--- src/rtl/dispatch_rob_alloc.sv ---
// Dispatch-side ROB tag allocator: in-order tag assignment, registered ROB write port, occupancy tracking.
// Optional stall statistics counter is built when DISPATCH_ROB_ALLOC_STATS_EN is defined.
module dispatch_rob_alloc #(
  parameter int DISPATCH_WIDTH = 2,
  parameter int RETIRE_WIDTH   = 2,
  parameter int ROB_DEPTH      = 16,
  localparam int TAG_W         = $clog2(ROB_DEPTH),
  localparam int RC_W          = $clog2(RETIRE_WIDTH + 1)
) (
  input  logic                            clk,
  input  logic                            rst,
  input  logic [DISPATCH_WIDTH-1:0]       in_valid,
  output logic                            in_ready,
  input  logic [DISPATCH_WIDTH*32-1:0]    in_pc,
  input  logic [DISPATCH_WIDTH*5-1:0]     in_rd,
  input  logic [DISPATCH_WIDTH-1:0]       in_rd_we,
  output logic [DISPATCH_WIDTH-1:0]       rob_wr_valid,
  output logic [DISPATCH_WIDTH*TAG_W-1:0] rob_wr_tag,
  output logic [DISPATCH_WIDTH*32-1:0]    rob_wr_pc,
  output logic [DISPATCH_WIDTH*5-1:0]     rob_wr_rd,
  output logic [DISPATCH_WIDTH-1:0]       rob_wr_rd_we,
  input  logic [RC_W-1:0]                 retire_count,
  input  logic                            flush,
  output logic [TAG_W:0]                  free_count,
  output logic [TAG_W-1:0]                tail_tag,
  output logic [31:0]                     stall_cycles
);

  localparam logic [TAG_W:0] DEPTH_C = (TAG_W+1)'(ROB_DEPTH);
  localparam logic [TAG_W:0] GROUP_C = (TAG_W+1)'(DISPATCH_WIDTH);

  logic [TAG_W-1:0]                tail_q, tail_d;
  logic [TAG_W:0]                  occ_q, occ_d;
  logic [DISPATCH_WIDTH-1:0]       rob_wr_valid_q, rob_wr_valid_d;
  logic [DISPATCH_WIDTH*TAG_W-1:0] rob_wr_tag_q, rob_wr_tag_d;
  logic [DISPATCH_WIDTH*32-1:0]    rob_wr_pc_q, rob_wr_pc_d;
  logic [DISPATCH_WIDTH*5-1:0]     rob_wr_rd_q, rob_wr_rd_d;
  logic [DISPATCH_WIDTH-1:0]       rob_wr_rd_we_q, rob_wr_rd_we_d;

  logic           xfer;
  logic           prefix_run;
  logic [TAG_W:0] alloc_n;
  logic [TAG_W+1:0] occ_sum;
  logic [TAG_W+1:0] ret_ext;

  assign free_count = DEPTH_C - occ_q;
  // Depends only on registered occupancy and flush; no path from in_valid or retire_count.
  assign in_ready   = !flush && (free_count >= GROUP_C);
  assign xfer       = in_ready && in_valid[0];
  assign tail_tag   = tail_q;

  // Only the contiguous low-order prefix of in_valid allocates.
  always_comb begin
    alloc_n    = '0;
    prefix_run = 1'b1;
    for (int i = 0; i < DISPATCH_WIDTH; i++) begin
      if (prefix_run && in_valid[i]) begin
        alloc_n = alloc_n + (TAG_W+1)'(1);
      end else begin
        prefix_run = 1'b0;
      end
    end
    if (!xfer) begin
      alloc_n = '0;
    end
  end

  always_comb begin
    occ_sum = {1'b0, occ_q} + {1'b0, alloc_n};
    ret_ext = (TAG_W+2)'(retire_count);
    if (flush) begin
      occ_d = '0;
    end else if (ret_ext > occ_sum) begin
      occ_d = '0;
    end else begin
      occ_d = (TAG_W+1)'(occ_sum - ret_ext);
    end
  end

  always_comb begin
    if (flush) begin
      tail_d = '0;
    end else begin
      tail_d = tail_q + alloc_n[TAG_W-1:0];
    end
  end

  always_comb begin
    rob_wr_valid_d = '0;
    rob_wr_tag_d   = rob_wr_tag_q;
    rob_wr_pc_d    = rob_wr_pc_q;
    rob_wr_rd_d    = rob_wr_rd_q;
    rob_wr_rd_we_d = rob_wr_rd_we_q;
    if (xfer) begin
      for (int i = 0; i < DISPATCH_WIDTH; i++) begin
        rob_wr_valid_d[i]              = ((TAG_W+1)'(i) < alloc_n);
        rob_wr_tag_d[i*TAG_W +: TAG_W] = tail_q + TAG_W'(i);
      end
      rob_wr_pc_d    = in_pc;
      rob_wr_rd_d    = in_rd;
      rob_wr_rd_we_d = in_rd_we;
    end
  end

  always_ff @(posedge clk or posedge rst) begin
    if (rst) begin
      tail_q         <= '0;
      occ_q          <= '0;
      rob_wr_valid_q <= '0;
      rob_wr_tag_q   <= '0;
      rob_wr_pc_q    <= '0;
      rob_wr_rd_q    <= '0;
      rob_wr_rd_we_q <= '0;
    end else begin
      tail_q         <= tail_d;
      occ_q          <= occ_d;
      rob_wr_valid_q <= rob_wr_valid_d;
      rob_wr_tag_q   <= rob_wr_tag_d;
      rob_wr_pc_q    <= rob_wr_pc_d;
      rob_wr_rd_q    <= rob_wr_rd_d;
      rob_wr_rd_we_q <= rob_wr_rd_we_d;
    end
  end

  assign rob_wr_valid = rob_wr_valid_q;
  assign rob_wr_tag   = rob_wr_tag_q;
  assign rob_wr_pc    = rob_wr_pc_q;
  assign rob_wr_rd    = rob_wr_rd_q;
  assign rob_wr_rd_we = rob_wr_rd_we_q;

`ifdef DISPATCH_ROB_ALLOC_STATS_EN
  logic [31:0] stall_q, stall_d;

  // Saturating count of cycles where the front end offers a group that cannot be taken.
  always_comb begin
    stall_d = stall_q;
    if (in_valid[0] && !in_ready && (stall_q != 32'hFFFF_FFFF)) begin
      stall_d = stall_q + 32'd1;
    end
  end

  always_ff @(posedge clk or posedge rst) begin
    if (rst) begin
      stall_q <= '0;
    end else begin
      stall_q <= stall_d;
    end
  end

  assign stall_cycles = stall_q;
`else
  assign stall_cycles = '0;
`endif

endmodule

--- config.mk ---
export PLATFORM = sky130hd
export DESIGN_NAME = dispatch_rob_alloc
export DESIGN_NICKNAME = d
export VERILOG_FILES = /design/src/rtl/dispatch_rob_alloc.sv
export SDC_FILE = /design/constraint.sdc
export NUM_CORES = 1
export LEC_CHECK = 0
export BUFFER_PORTS_ARGS = -buffer_cell sky130_fd_sc_hd__buf_2
export CORE_MARGIN = 3
export CORE_UTILIZATION = 29
export CTS_CLUSTER_DIAMETER = 60
export CTS_CLUSTER_SIZE = 8
export DETAILED_ROUTE_END_ITERATION = 6
export PLACE_DENSITY_LB_ADDON = 0.3
export SYNTH_ARGS = -nofsm -noshare
export SYNTH_HDL_FRONTEND = slang
export SYNTH_SLANG_ARGS = --single-unit
--- constraint.sdc ---
create_clock -name clk -period 9.6 [get_ports clk]
set_input_delay 1.92 -clock clk [delete_from_list [all_inputs] [get_ports clk]]
set_output_delay 1.92 -clock clk [all_outputs]
set_load 0.02 [all_outputs]
==> flow_summary.json <==
{
  "vdd_ir_drop_max_mv": 0.0885,
  "antenna_left": 0,
  "fin_skew_ns": 0.00358,
  "fin_nets": 585,
  "initial_core_util_pct": 30.2,
  "synth_edf_count": 0,
  "htreeDepth": 3,
  "outcome": "finished, final reports clean",
  "seq_area_sq_um": 2380,
  "synthArstFlopShare_pct": 100,
  "cts_sinks": 95,
  "critPathMaxFanout": 28,
  "drt-pass1-iter-count": 4,
  "fin_crit_sh_pct": 48.4,
  "cts_buffer_depth": 2,
  "hold_viol_final": 0,
  "dieArea_sq_um": 16900,
  "fin_hold_ws_ns": 0.489,
  "multi_input_area_sq_um": 1820,
  "wire_per_inst_microns": 14.3,
  "syn_inst": 313,
  "ctsResizeCount": 0,
  "grt.total_usage_pct": 11.0,
  "endpoint_kind": "flip-flop",
  "synth_seq_area_share_pct": 53.2,
  "insertion_delay_ns": 0.34,
  "drt-initial-drc-count": 62,
  "critical-path-top-delay-family": "compound AO/OA/AOI/OAI gates",
  "crit_type": "in2reg",
  "period_needed_ns": 4.64,
  "antenna_found_initial": 0,
  "synth_area_sq_um": 4470,
  "maxCapViolCount": 0,
  "finalSetupTns_ns": 0,
  "grt_pass1_wl_microns": 14600,
  "worst_slew_pin_slew_ns": 0.957,
  "dp_slack_ns": 4.56,
  "post_cts_buffers": 0,
  "grt_pass1_vias": 2873,
  "vias": 2921,
  "final-setup-viol-count": 0,
  "cp_data_required_time_ns": 9.79,
  "ys_types": 39,
  "area_delta_synth_final_pct": 27.4,
  "antenna_cells": 0,
  "power_leakage_nw": 2.86,
  "die_w_microns": 130,
  "synth.most_common_cell": "dfrtp_1",
  "cts_tree": "built",
  "synth_top_area_share_pct": 53.2,
  "yosysTopAreaCell": "dfrtp_1",
  "via_per_inst": 4.31,
  "syn_area_per_cell_sq_um": 14.3,
  "rows": 44,
  "cp_cell_sequence": "buf_2 > nand2b_1 > o21ba_4 > and2_1 > fa_1 > ha_1 > nor2b_1 > o221ai_1 > a211oi_1 > nor4_1",
  "synth_warnings": 0,
  "arrival_ns": 4.84,
  "core_sq_um": 14800,
  "worstSetupStartpointType": "input pin",
  "grt_remaining_overflow": 0,
  "slowest_stage": "a211oi_1",
  "cts_root_buf": "clkbuf_16",
  "max_freq_mhz": 215,
  "r2r_slack_ns": 5.79,
  "dpl.hpwl_microns": 7120,
  "max_stage_delay_ns": 0.53,
  "drive_gt1_share_pct": 56.2,
  "critical_path_buf_inv_count": 1,
  "fill_cells": 1428,
  "slew_headroom_pct": 36.2,
  "ys_top_cells_by_area": "dfrtp_1 53%, mux2_4 12%, mux2_2 10%, buf_4 5.5%, ha_1 3.1%",
  "io_buffer_count": 178,
  "grt_setup_unrepaired": "no",
  "ios": 211,
  "numCtsBuffers": 9,
  "grt_max_degree": 60,
  "drc_errors": 0,
  "synth_flop_cell": "dfrtp_1",
  "clkTransAtPathRegs_ns": 0.07,
  "powerDensity_nw_per_um2": 298,
  "synth-seq-cells": 95,
  "ys_top_cells_by_count": "95 x dfrtp_1, 41 x mux2_2, 37 x mux2_4",
  "layout_setup_ws_ns": 4.96,
  "drt-total-wl_microns": 9650,
  "place_congestion": 0.779,
  "dieHeight_microns": 130,
  "slew_violations": 0,
  "hp-class": "reg2reg",
  "ctsHoldBuffers": 0
}
==> cell families after synthesis <==
logic type               after synthesis  share of synthesized area [%]
other                                  1                         0.0839
multiplexers                          85                           24.5
flip-flops                            95                           53.2
buffers and inverters                 58                           8.85
adder cells (fa/ha/maj)               14                           4.42
XOR/XNOR                              10                           1.96
AND/OR/NAND/NOR                       37                           4.82
AO/OA/AOI/OAI                         13                           2.18
==> cell type report <==
cell class | count | area share [%]
Clock inverter | 4 | 0.923
Tap cell | 184 | 4.04
Clock buffer | 12 | 4.68
Timing Repair Buffer | 180 | 15.9
Multi-Input combinational cell | 191 | 31.9
Sequential cell | 95 | 41.7
Inverter | 11 | 0.769
==> flip-flops by register name (all words and copies together) (netlist names) <==
signal	flops
occ_q	5
rob_wr_pc	64
rob_wr_rd	10
rob_wr_rd_we	2
rob_wr_tag	8
rob_wr_valid	2
tail_tag	4
==> per-stage QoR <==
step	instances	utilization [%]	total power [mW]	area, sq um
2_1_floorplan	344	-	1.13	4590
3_3_place_gp	661	36.3	1.33	5380
3_5_place_dp	661	36.3	1.34	5380
4_1_cts	677	38.5	1.73	5700
5_1_grt	677	38.5	1.81	5700
6_report	677	38.5	1.70	5700
==> layout by cell type (no fill, tap or decap), drive strengths merged, types with 3 or more instances in the layout <==
cell type / instances
inv: 11
conb: 32
buf: 180
fa: 3
nand3: 3
ha: 11
dfrtp: 95
clkinvlp: 3
nor2: 8
mux2: 84
nor4: 5
nand2b: 3
nor3: 4
nor2b: 5
nand2: 3
clkbuf: 12
xnor2: 8
==> power breakdown <==
part | total (mW) | switching [mW] | internal (mW)
Clock | 0.372 | 0.149 | 0.223
Combinational | 0.702 | 0.395 | 0.307
Sequential | 0.624 | 0.0866 | 0.538
==> metal layers <==
layer | wire [microns] | global-route usage (%) | share of wire (%)
met5 | 0 | 0 | 0
met4 | 122 | 3.24 | 1.3
met1 | 3980 | 13.3 | 41
met2 | 4690 | 18.0 | 49
met3 | 857 | 4.63 | 8.9
==> path summary, 6_finish.rpt <==
check                                      to     startpoint  depth (start not counted)
worst max-delay path                 occ_q[4]          flush                         10
worst min-delay path            rob_wr_pc[20]  rob_wr_pc[20]                          1
worst max register to register       occ_q[4]       occ_q[0]                         13
worst min register to register  rob_wr_pc[20]  rob_wr_pc[20]                          1
max in group asynchronous       rob_wr_pc[61]            rst                          3
min in group asynchronous       rob_wr_pc[39]            rst                          2
No activity file was read; power rests on OpenSTA's default activity.
